## config.mk

```make
export PLATFORM = sky130hd
export DESIGN_NAME = sqrt_range_reconstruction
export DESIGN_NICKNAME = d
export VERILOG_FILES = /design/src/rtl/sqrt_range_reconstruction.sv
export SDC_FILE = /design/constraint.sdc
export NUM_CORES = 1
export LEC_CHECK = 0
export ABC_AREA = 1
export CAP_MARGIN = 20
export CORE_ASPECT_RATIO = 1.25
export CORE_MARGIN = 1
export CORE_UTILIZATION = 54
export CTS_BUF_LIST = sky130_fd_sc_hd__clkbuf_4
export DETAILED_ROUTE_END_ITERATION = 12
export GPL_TIMING_DRIVEN = 0
export PLACE_DENSITY_LB_ADDON = 0.3
export SLEW_MARGIN = 10
export SYNTH_ARGS = -nofsm -noshare
export SYNTH_HDL_FRONTEND = slang
export SYNTH_SLANG_ARGS = --single-unit
```

## constraint.sdc

```tcl
create_clock -name iClk -period 3.06 [get_ports iClk]
set_input_delay 0.459 -clock iClk [delete_from_list [all_inputs] [get_ports iClk]]
set_output_delay 0.459 -clock iClk [all_outputs]
set_load 0.05 [all_outputs]
```

## src/rtl/sqrt_range_reconstruction.sv

```systemverilog
// Sqrt range reconstruction: rescales the reduced-mantissa root by 2^(+/-k)
// back to the Q6.25 domain through a two-stage valid/ready pipeline.
module sqrt_range_reconstruction (
    input  logic        iClk,
    input  logic        iRst,
    input  logic        iValid,
    output logic        oReady,
    input  logic [25:0] iY_f,
    input  logic [5:0]  iExp_f,
    input  logic [5:0]  iExp_f1,
    output logic        oValid,
    input  logic        iReady,
    output logic [30:0] oSqrt,
    output logic        oOvf
);

    logic        v1;
    logic        v2;
    logic [25:0] y1;
    logic        dir1;
    logic [5:0]  k1;

    logic        adv1;
    logic        adv2;

    logic        s_dir;
    logic [5:0]  s_k;

    logic [63:0] l_wide;
    logic        l_ovf;
    logic [25:0] r_sh;
    logic        r_rnd;
    logic [30:0] r_res;
    logic [30:0] n_sqrt;
    logic        n_ovf;

    assign adv2   = ~v2 | iReady;
    assign adv1   = ~v1 | adv2;
    assign oReady = adv1;
    assign oValid = v2;

    // Shift direction and magnitude from the forward LZD code; an odd e on
    // the left side means the forward stage halved once more, so round up.
    always_comb begin
        s_dir = 1'b0;
        s_k   = 6'd0;
        if (iExp_f1 <= 6'd5) begin
            s_dir = 1'b0;
            s_k   = 6'(({1'b0, iExp_f} + 7'd1) >> 1);
        end else if (iExp_f1 >= 6'd7) begin
            s_dir = 1'b1;
            s_k   = {1'b0, iExp_f[5:1]};
        end
    end

    // Rescale the root: left shifts saturate, right shifts round half-up.
    always_comb begin
        l_wide = {38'd0, y1} << k1;
        l_ovf  = |l_wide[63:31];
        r_sh   = y1 >> k1;
        r_rnd  = |(y1 & (26'd1 << (k1 - 6'd1)));
        r_res  = 31'(r_sh) + 31'(r_rnd);
        n_sqrt = l_wide[30:0];
        n_ovf  = 1'b0;
        if (dir1) begin
            n_sqrt = r_res;
        end else if (l_ovf) begin
            n_sqrt = 31'h7FFFFFFF;
            n_ovf  = 1'b1;
        end
    end

    // Stage 1: capture the root and the derived shift when it can advance.
    always_ff @(posedge iClk or posedge iRst) begin
        if (iRst) begin
            v1   <= 1'b0;
            y1   <= 26'd0;
            dir1 <= 1'b0;
            k1   <= 6'd0;
        end else if (adv1) begin
            v1 <= iValid;
            if (iValid) begin
                y1   <= iY_f;
                dir1 <= s_dir;
                k1   <= s_k;
            end
        end
    end

    // Stage 2: register the rescaled result; holds while stalled.
    always_ff @(posedge iClk or posedge iRst) begin
        if (iRst) begin
            v2    <= 1'b0;
            oSqrt <= 31'd0;
            oOvf  <= 1'b0;
        end else if (adv2) begin
            v2 <= v1;
            if (v1) begin
                oSqrt <= n_sqrt;
                oOvf  <= n_ovf;
            end
        end
    end

endmodule

```

# After elaboration in Yosys (flattened, before gate mapping)

Cells that the tools add are included.

Register bits after elaboration: 67
Input port bits: 42
Output and inout port bits: 34
Logic and storage cells: 32

$add $sub $neg: 3
Magnitude comparators: 2
Shifts and indexed selects: 3
Multiplexer cells: 8
Bitwise gates (word level): 5
Reduce and logical (&&, ||, !) cells: 4

Operators with widths:

| operator             | count |
|---|---|
| $shl 26x6->64        | 1 |
| $mux 31              | 2 |
| $reduce_or 33->1     | 1 |
| $add 26x1->27        | 1 |
| $and 26x26->26       | 1 |
| $reduce_or 26->1     | 1 |
| $shl 1x6->26 const A | 1 |
| $shr 26x6->26        | 1 |
| $add 6x1->7 const B  | 1 |
| $ge 6x3->1 const B   | 1 |
| $le 6x3->1 const B   | 1 |
| $mux 6               | 1 |
| $sub 6x1->6 const B  | 1 |
| $mux 5               | 1 |
| $mux 1               | 4 |
| $reduce_and 2->1     | 2 |
| $not 1->1            | 2 |
| $or 1x1->1           | 2 |

# Depth between registers and ports, before layout

Depth after elaboration: 6
Depth in mapped cells: 25
Gate-level depth less buffers: 23

# Least setup slack after synthesis

OpenSTA, ideal clock, no wires.

Kind: flip-flop to flip-flop
From: reg k1[3]
To: reg oSqrt[16]
Library setup time: 120 ps
Arrival time: 3073 ps
Data required time: 2940 ps
Slack: -133 ps
Cell stages (with the launch flop): 19
Cell sequence: dfrtp_1 clkinv_1 buf_2 buf_1 buf_1 nand3_1 o22ai_1 a311oi_1 o2111ai_1 o211ai_1 nor2_1 ha_1 ha_1 nand3_2 nor2_2 nand4_1 or2_0 nand2_1 a21oi_1

Longest elaborated chain between the ends: 6
Elaborated cells on any way between the ends: 10
Those cells by class: 2 x add/sub; 3 x shift; 2 x mux; 1 x bitwise; 2 x reduce/logical

RTL lines:

| element                  | RTL line | source |
|---|---|---|
| start: declaration       | 21       | `logic [5:0] k1;` |
| start signal: assignment | 85       | `k1 <= s_k;` |
| $sub 6x1->6              | 61       | `r_rnd = \|(y1 & (26'd1 << (k1 - 6'd1)));` |
| $shl 1x6->26             | 61       |  |
| $and 26x26->26           | 61       |  |
| $reduce_or 26->1         | 61       |  |
| $add 26x1->27            | 62       | `r_res = 31'(r_sh) + 31'(r_rnd);` |
| $mux 31 *                | 65       | `if (dir1) begin` |
| end signal: assignment   | 99       | `oSqrt <= n_sqrt;` |
| end: declaration         | 13       | `output logic [30:0] oSqrt,` |

Every way passes the cells marked *; elsewhere a longest branch is shown, timed or not.
A chain may end at the register's enable or synchronous reset.

# Worst setup path in the final report

From: reg k1[0]
To: reg oSqrt[26]

The elaborated chain is that of the path after synthesis.

==> qor.yml <==
fmax_ghz: 0.3004
report.final.slew_viol_count: 0
report.final.hold_viol_count: 0
violations: "setup timing"
vias_per_cell: 6.415
post-place-cells: 1495
critPathSlowestCell: "dfrtp_1"
final_cells: 1548
syn-num-nets: 1297
rr_worst_depth: 19
cts_inserted_buffers: 9
synth_area_per_cell_um2: 5.650
area_growth_pct: 27.68
final_antenna_net_count: 0
cp-start-kind: "flop"
crit_chain: "buf_6 > buf_8 > nor2_4 > nand2_4 > nor2_4 > xor2_2 > buf_4 > a21oi_2 > o2111ai_2 > o211ai_1 > nor2_1 > ha_2 > ha_4 > nand3_4 > nor2_4 > nand4_1 > nor2_1 > nand4_1 > nand3_1"
nFillCells: 1093
p_total_mw: 6.326
cts_max_level: 3
fp.dieW_um: 104.4
worst_path_largest_cell_delay_ps: 390
yosysTopAreaCell: "nand3_1"
r2r_setup_slack_ps: -270
power.density_nw_per_um2: 700.4
final_common_cell: "nand2_1"
synthArstFlopShare_pct: 100.0
fin_crit_ps: 3329
place_congestion: 1.141
final_util_pct: 71.01
finalNetCount: 1419
end_kind: "flop"
ys_seq_elements: 67
cts_tree: "done"
worstSkewPairLatency_ps: 470
dp_hpwl_um: 24760
ys_warn_count: 0
layout_setup_ws_ps: -269.0
r2r_end: "oSqrt[26]$_DFFE_PP0P_"
ys_seq_area_share_pct: 23.70
p_clk_share_pct: 12.8
critPathMaxFanout: 7
rsz0062_at_grt: "true"
arrival_ps: 3740
rr_startpoint: "k1[0]$_DFFE_PP0P_"
port_buffers: 75
min_path_type: "in -> async"
final_cell_mix: "nand2_1 (397), nand3_1 (337), nor2_1 (98)"
slew_headroom_pct: 44.55
grt_pass1_wl_um: 49440
setup_viol: 21
critPathMostFrequentCell: "nor2_4"
cp-endpoint: "oSqrt[26]$_DFFE_PP0P_"
cts.sinks: 67
yosys.cell_types.count: 43
clockBufferDepth: 2
ctsHoldBuffers: 0
vias: 9930
synth_edf_count: 0
synth_area_um2: 7074
die_h_um: 130.0
post-place-ws_ps: -1040
p_leak_nw: 4.233
synth_top_area_share_pct: 24.83
tightest_slew_ps: 831.8
outcome: "complete, but fails checks"
synth_area_leaders: "nand3_1 (25%), dfrtp_1 (24%), nand2_1 (22%)"
vdd_drop_max_uv: 509.6
initial_core_util_pct: 55.62
p_sw_share_pct: 54.68
grt_usage_pct: 48.11
num_rows: 46
drtIter0Drc: 1269
cap_viol_max_count: 0
grt_max_degree: 68
antenna_found_initial: 1
drcViolationCount: 0
die_area_um2: 13570
dr.pass1.iters: 8
wl_per_cell_um: 21.17
p_int_mw: 2.867
required_ps: 3470
final.setup_skew_ps: 19.69
drive_above_1_share_pct: 14.07
cts-root-buf: "clkbuf_4"
clkTransAtPathRegs_ps: 130
num_io_pins: 76
first_global_vias: 9080
wl_um: 32770
synth_ff_type: "dfrtp_1"
comb_power_share_pct: 66.8
timing.final.crit_share_pct: 108.8
gr-total-overflow: 0
crit_type: "reg -> reg"
p_switching_mw: 3.459
p_seq_share_pct: 20.4
crit_start: "k1[0]$_DFFE_PP0P_"
coreArea_um2: 12720
postSynthCellCount: 1252
how the worst min path moves through the flow:
stage / to / cells after the start / start / slack, ps
after floorplan: y1[15]$_DFFE_PP0P_ / 2 / y1[15]$_DFFE_PP0P_ / 490
after global placement: oSqrt[24]$_DFFE_PP0P_ / 2 / oSqrt[24]$_DFFE_PP0P_ / 460
after detailed placement: oSqrt[19]$_DFFE_PP0P_ / 2 / oSqrt[19]$_DFFE_PP0P_ / 460
after CTS: oSqrt[19]$_DFFE_PP0P_ / 2 / oSqrt[19]$_DFFE_PP0P_ / 500
after global routing: y1[5]$_DFFE_PP0P_ / 3 / iY_f[5] / 510
final: y1[5]$_DFFE_PP0P_ / 2 / iRst / 490
flip-flops by register name, indices dropped and copies added (netlist names):
register and count:
oOvf 1, oSqrt 31, y1 26, dir1 1, v1 1, k1 6
oValid 1
cells by family (layout without fill, tap and decap cells):
family                     Yosys count  in the layout  share of synthesized area, %
AOI/OAI and AO/OA                  112            112                         9.038
other                                0              1                             0
DFF                                 67             67                         23.70
xor gates and xnor gates            11             11                         1.362
and+or+nand+nor                    909            909                         56.00
buffers and inverters              150            277                         9.374
adders and majority gates            3              3                        0.5307
cells in the mapped netlist (4+ instances only):
master and count:
a21oi_1 43, buf_1 10, buf_2 24, buf_4 4
buf_6 7, clkbuf_1 25, dfrtp_1 67, inv_1 71
inv_2 5, nand2_1 410, nand2_2 4, nand3_1 351
nand4_1 11, nor2_1 106, nor2_2 9, nor3_1 4
o211ai_1 7, o21ai_0 33, o21ai_1 7, o21ai_2 4
xor2_1 9
through the flow:
| stage | area [µm²] | setup TNS, ps | hold slack (ps) |
|---|---|---|---|
| after global placement | 8038 | -25940 | 464.7 |
| final | 9032 | -2521 | 488.0 |
| after detailed placement | 8040 | -18800 | 464.5 |
| after global routing | 9032 | -4707 | 512.3 |
| after floorplan | 7077 | 0 | 491.9 |
| after CTS | 8737 | -77.43 | 498.7 |
routing by layer:
metal	vias up	part of all wire [%]	global-route usage, %
met4	0	12	47.23
li1	4414	-	-
met1	4364	34	53.19
met5	-	0	0
met2	875	44	76.94
met3	277	11	10.24
area by class of cell:
type                       instances  area (µm²)  share of cell area [%]
clock inverter                     6       112.6                   1.247
tap                              168       210.2                   2.327
antenna                            1       2.502                 0.02770
multi-input combinational       1035        5107                   56.55
buffer                            70       484.2                   5.361
timing repair buffer             110        1030                   11.40
timing repair inverter             1       6.256                 0.06926
sequential                        67        1679                   18.59
clock buffer                      10       75.07                  0.8311
inverter                          80       325.3                   3.602
critical path, delay by kind of cell, from the launching register on:
kind / cells / cell delay [ps]
simple gates: 10 / 1540
buf+inv: 3 / 450
flops: 1 / 390
fa+ha+maj: 2 / 380
compound gates: 3 / 300
xor+xnor: 1 / 220
power groups by stage:
stage / Clock [mW] / Combinational, mW / Sequential (mW)
after floorplan: 0 / 1.89 / 1.87
after global placement: 0 / 3.66 / 1.29
after detailed placement: 0 / 3.68 / 1.30
after CTS: 0.802 / 3.92 / 1.28
after global routing: 0.838 / 4.47 / 1.31
final: 0.810 / 4.23 / 1.29
what timing repair did:
item                                    4_1_cts  5_1_grt
endpoints found under the setup margin       27       25
cloned                                        1        0
resized for setup                            89       53
setup buffers                                26        9
pin swaps                                    19       33
Note: power is estimated with default switching activity, not from simulation.
